<file path="src/rtl/ram_rd_prefetch.sv">
// rtl/ram_rd_prefetch.sv - ram read-side prefetch with credit-limited issue and output buffer
module ram_rd_prefetch #(
    parameter int RAM_DEPTH      = 32,
    parameter int RAM_ADDR_WIDTH = 5,
    parameter int RD_WIDTH       = 32,
    parameter int RD_IND         = 4,
    parameter int OBUF_DEPTH     = 4
) (
    input  logic                      rd_clk,
    input  logic                      rd_rst,
    input  logic                      ram_rd_ok,
    output logic [RAM_ADDR_WIDTH-1:0] ram_rd_addr,
    input  logic [RD_WIDTH-1:0]       ram_rd_data,
    output logic                      ram_rd_inc,
    output logic                      m_valid,
    input  logic                      m_ready,
    output logic [RD_WIDTH-1:0]       m_data,
    output logic                      ovf_err
);

    localparam int PW = (OBUF_DEPTH > 1) ? $clog2(OBUF_DEPTH) : 1;
    localparam int CW = $clog2(OBUF_DEPTH + 1);

    logic [RAM_ADDR_WIDTH-1:0] r_addr;
    logic                      r_inflight;
    logic [CW-1:0]             r_count;
    logic [PW-1:0]             r_wr_ptr;
    logic [PW-1:0]             r_rd_ptr;
    logic [RD_WIDTH-1:0]       r_buf [OBUF_DEPTH];
    logic                      r_ovf;

    logic [CW:0]               w_occ;
    logic                      w_issue;
    logic                      w_full;
    logic                      w_pop;
    logic                      w_push;
    logic                      w_push_ok;

    // Credit check uses only registered occupancy so m_ready never reaches issue.
    assign w_occ     = {1'b0, r_count} + (CW+1)'(r_inflight);
    assign w_issue   = ram_rd_ok && !rd_rst && (w_occ < (CW+1)'(OBUF_DEPTH));
    assign w_full    = (r_count == CW'(OBUF_DEPTH));
    assign w_pop     = m_valid && m_ready;
    assign w_push    = r_inflight;
    assign w_push_ok = w_push && (!w_full || w_pop);

    assign ram_rd_addr = r_addr;
    assign ram_rd_inc  = w_issue;
    assign m_valid     = (r_count != '0);
    assign m_data      = r_buf[r_rd_ptr];
    assign ovf_err     = r_ovf;

    always_ff @(posedge rd_clk) begin
        if (rd_rst) begin
            r_addr     <= '0;
            r_inflight <= 1'b0;
            r_count    <= '0;
            r_wr_ptr   <= '0;
            r_rd_ptr   <= '0;
            r_ovf      <= 1'b0;
            for (int i = 0; i < OBUF_DEPTH; i++) begin
                r_buf[i] <= '0;
            end
        end else begin
            r_inflight <= w_issue;
            if (w_issue) begin
                r_addr <= r_addr + RAM_ADDR_WIDTH'(RD_IND);
            end
            // The returning word lands one cycle after its issue, whether or not anyone pops.
            if (w_push_ok) begin
                r_buf[r_wr_ptr] <= ram_rd_data;
                r_wr_ptr        <= r_wr_ptr + PW'(1);
            end
            if (w_pop) begin
                r_rd_ptr <= r_rd_ptr + PW'(1);
            end
            if (w_push && !w_push_ok) begin
                r_ovf <= 1'b1;
            end
            case ({w_push_ok, w_pop})
                2'b10:   r_count <= r_count + CW'(1);
                2'b01:   r_count <= r_count - CW'(1);
                default: r_count <= r_count;
            endcase
        end
    end

endmodule
</file>
<file path="config.mk">
export PLATFORM = sky130hd
export DESIGN_NAME = ram_rd_prefetch
export DESIGN_NICKNAME = d
export VERILOG_FILES = /design/src/rtl/ram_rd_prefetch.sv
export SDC_FILE = /design/constraint.sdc
export NUM_CORES = 1
export LEC_CHECK = 0
export CAP_MARGIN = 25
export CORE_ASPECT_RATIO = 0.6
export CORE_UTILIZATION = 50
export DETAILED_ROUTE_END_ITERATION = 6
export GPL_TIMING_DRIVEN = 0
export HOLD_SLACK_MARGIN = 0.02
export PLACE_DENSITY = 0.8
export SLEW_MARGIN = 20
export SYNTH_ARGS = -nofsm -noshare
export SYNTH_HDL_FRONTEND = slang
export SYNTH_SLANG_ARGS = --single-unit
</file>
<file path="constraint.sdc">
create_clock -name rd_clk -period 5.8 [get_ports rd_clk]
set_input_delay 1.16 -clock rd_clk [delete_from_list [all_inputs] [get_ports rd_clk]]
set_output_delay 1.16 -clock rd_clk [all_outputs]
set_load 0.02 [all_outputs]
</file>
After elaboration in Yosys (flattened, before gate mapping):

Memories as Yosys holds them, arrays and structs flattened. A register that Yosys moved wholly into a read port is not among the register bits.
Cells that the tools add are included.

* add/sub/neg operators: 6
* $lt $le $gt $ge: 1
* eq/ne operators: 3
* mux-type cells: 11
* reduce and logical (&&, ||, !) cells: 12

Operators with widths (count)
* $mux 32: 1
* $reduce_or 32->1: 1
* $mux 1: 6
* $mux 2: 3
* $pmux 3 s2: 1
* $add 5x3->5 const B: 1
* $logic_and 1x1->1: 5
* $add 2x1->2 const B: 2
* $add 3x1->4: 1
* $lt 4x3->1 const B: 1
* $add 3x1->3 const B: 1
* $eq 3x3->1 const B: 1
* $logic_not 1->1: 3
* $reduce_bool 3->1: 1
* $sub 3x1->3 const B: 1
* $eq 2x1->1 const B: 1
* $eq 2x2->1 const B: 1
* $reduce_bool 2->1: 1
* $logic_or 1x1->1: 1

* register bits: 14
* bits in writable memories: 128
* input bits: 36
* memories: 1

Memory list
* r_buf: depth 4, width 32, rd ports 1, clocked after Yosys merged registers in 1, wr ports 4, line 29 `logic [RD_WIDTH-1:0] r_buf [OBUF_DEPTH];`

Logic depth before layout (Yosys ltp):

* depth after elaboration: 9
* depth in mapped cells: 9
* gate-level depth less buffers: 8

Worst setup path before layout:

Ideal clock, no wire load.

* path type: input to register
* start point: in rd_rst
* end point: mem r_buf[0][0] (enable)
* setup time: 466 ps
* data arrival time: 3964 ps
* data required time: 5334 ps
* path slack: 1370 ps
* stages on the path: 3
* path buffers: 1
* cells stage by stage: clkbuf_1 or3_1 o21ai_0

RTL lines
* start, declared: line 10 `input logic rd_rst,`
* end, declared: line 29

Final worst setup path:

* start point: in ram_rd_ok
* end point: out ram_rd_inc

* longest elaborated chain between the ends: 2

Ends and longest elaborated chain
* start, declared: line 11 `input logic ram_rd_ok,`
* $logic_and 1x1->1 (2 in a row): line 41 `assign w_issue = ram_rd_ok && !rd_rst && (w_occ < (CW+1)'(OBUF_DEPTH));`
* end, declared: line 14 `output logic ram_rd_inc,`

No other way between the ends.

==> flow_metrics.py <==
metrics = {
    "floorplanning": {
        "initial_utilization_pct": 52.95,
        "die_area_sq_um": 12780,
        "num_io_pins": 76,
        "row_count": 30,
        "die_h_um": 87.99,
        "die_w_um": 145.3,
        "core_sq_um": 11640,
    },
    "sta": {
        "setup_viol": 0,
        "hold_violations": 0,
        "worst_slack_ns": 1.739,
        "period_needed_ns": 4.061,
        "fmax_mhz": 246.3,
        "finClkSkew_ns": 0.008547,
        "fin_hold_ws_ns": 0.4716,
        "maxSlewViolCount": 0,
        "rsz0062_at_grt": "false",
        "slew_headroom_pct": 47.26,
        "tightest_slew_ns": 0.7839,
        "finalCritPeriodShare_pct": 70.01,
    },
    "worst_setup_path": {
        "reg2reg_from": "r_count[1]",
        "crit_buf_inv": 3,
        "cp.required_ns": 4.64,
        "worstSetupPathType": "input port to primary output",
        "cpMaxStageDelayCell": "clkdlybuf4s50_1",
        "r2r_slack_ns": 2.93,
        "r2r-end": "r_count[2]",
        "startpoint": "ram_rd_ok",
        "cp.arrival_ns": 2.90,
        "max_stage_delay_ns": 0.59,
        "path_cells": "clkdlybuf4s50_1 > nor3b_1 > nand2_1 > inv_1 > clkdlybuf4s50_1",
        "crit_path_frequent_cell": "clkdlybuf4s50_1",
        "crit_path_end_kind": "primary output",
        "r2r_cells": 9,
        "crit_path_max_fanout": 4,
        "crit_path_start_kind": "input port",
        "cpLargestDelayFamily": "buffers and inverters",
    },
    "placed_design": {
        "place.gp.congestion": 0.7745,
        "portBuffers": 72,
        "dpl_cell_area_sq_um": 7228,
        "post-place-ws_ns": 1.764,
        "hpwlAfterDp_mm": 8.211,
    },
    "route": {
        "wl_per_cell_um": 19.42,
        "drt_wl_total_mm": 12.78,
        "post-route-drc-count": 0,
        "dr_total_vias": 3504,
        "vias_per_cell": 5.325,
        "drtIter0Drc": 275,
        "drt_pass1_iterations": 4,
        "drtAntennaViolNets": 0,
    },
    "clock_tree": {
        "hold_buffers": 0,
        "cts.reportedPaths.clkPinSlew_ns": 0.06,
        "cts_resized": 0,
        "tritoncts": "built",
        "clock_latency_ns": 0.41,
        "cts_setup_buffers": 0,
        "cts-buffers-inserted": 17,
        "h-tree-depth": 4,
        "root_buffer": "clkbuf_16",
        "clock-sinks": 142,
        "clock_path_buffers": 2,
    },
    "synth": {
        "ys.flop_type": "edfxtp_1",
        "syn_area_sq_um": 6161,
        "synthCells": 389,
        "yosysWarnings": 0,
        "netlist_top_cells_area": "edfxtp_1, and2_1, mux4_2, dfxtp_1, clkbuf_1",
        "yosysSeqAreaShare_pct": 66.94,
        "synth_cell_types": 38,
        "synth-seq-cells": 142,
        "yosysTopAreaCellShare_pct": 62.39,
        "syn_area_per_cell_sq_um": 15.84,
        "yosys.area.top_type": "edfxtp_1",
        "synthArstFlopShare_pct": 0,
        "synth_edf_count": 128,
    },
    "power_and_ir_drop": {
        "power.leakage_nw": 2.822,
        "power_density_nw_per_um2": 386.5,
        "power_w": 0.003008,
        "peakVddDrop_mv": 0.2112,
    },
    "worst_hold_path": {
        "hp-class": "register to register",
        "hold_path.startpoint": "ovf_err",
        "min_to": "ovf_err",
        "hold_depth": 2,
    },
    "cells_and_area": {
        "fin_util_pct": 66.89,
        "final_area_sq_um": 7784,
        "layout.nets": 525,
        "antenna_cells": 0,
        "drive_gt1_share_pct": 16.47,
        "syn2layout_area_growth_pct": 26.34,
        "layout_common_cells": "and2_1, edfxtp_1, clkdlybuf4s50_1",
    },
    "global_route": {
        "grt_pass1_vias": 3855,
        "grt_max_degree": 23,
        "grt_usage_pct": 22.22,
        "antenna_found_initial": 0,
        "grt_pass1_wl_mm": 20.36,
        "grt_overflow_total": 0,
    },
    "outcome": {
        "status": "finished clean",
    },
    "run": {
        "maxCapViolations": 0,
    },
}
==> worst register-to-register path: cells and delay by family (launching register included) <==
kind	cells	cell delay, ns
XOR/XNOR	1	0.17
AND/OR/NAND/NOR	3	1.31
flip-flops	1	0.30
AO/OA/AOI/OAI	1	0.14
buffers and inverters	2	0.23
adder cells (fa/ha/maj)	2	0.65
==> Yosys cell counts, drive strengths merged (2+ instances only) <==
library cell,n
buf,9
nand2b,3
mux4,32
a31o,2
a21oi,4
nor2,9
and3,2
nor3,2
inv,8
nand2,3
and2,128
clkbuf,16
edfxtp,128
xor2,3
o21ai,4
nor4,2
dfxtp,14
or3,3
ha,2
==> routing by layer <==
metal  GRT usage [%]  up-vias  share of wire (%)
met3           6.927        7                6.7
met2           38.02      114                 51
met1           27.51     1766                 42
met5               0        -                  0
met4           7.273        0               0.38
li1                -     1617                  -
==> flip-flops by register name, indices dropped and copies added, names as in the netlist, named ones only <==
| register | count |
|---|---|
| r_buf | 128 |
| r_inflight | 1 |
| r_wr_ptr | 2 |
| r_rd_ptr | 2 |
| ram_rd_addr | 3 |
| r_count | 3 |
| ovf_err | 1 |
==> worst max path at each step <==
stage	end	slack (ns)	depth (start not counted)
detailed placement	ram_rd_inc	1.76	5
global placement	r_buf[2][19]	-0.62	4
global route	ram_rd_inc	1.62	5
finish	ram_rd_inc	1.74	5
CTS	ram_rd_inc	1.76	5
floorplan	r_buf[0][0]	1.37	3
==> power breakdown <==
| part | switching [W] | leakage [nW] | internal [W] |
|---|---|---|---|
| Combinational | 0.000378 | 1.11 | 0.000370 |
| Sequential | 0.0000303 | 1.44 | 0.00120 |
| Clock | 0.000401 | 0.274 | 0.000626 |
==> logic make-up after synthesis <==
kind of cell,after synthesis,share of synthesized area (%)
fa+ha+maj,3,0.7311
simple gates,157,15.88
mux,33,11.88
xor+xnor,4,0.5687
flops,142,66.94
buf+inv,33,2.234
other cells,1,0.06087
compound gates,16,1.706
==> through the flow <==
step	instances	TNS (ns)
global route	658	0
CTS	658	0
floorplan	390	0
detailed placement	627	0
finish	658	0
global placement	622	-56.90
==> final cells by class <==
cell class	count	area, sq um
plain buffers	25	107.6
clock buffers	19	432.9
fillers	841	3852
inverters	8	30.03
flip-flops and latches	142	4124
clock inverters	12	122.6
well taps	160	200.2
repair buffers	77	825.8
multi-input cells	215	1941
Power figures use the tool's default switching activity.
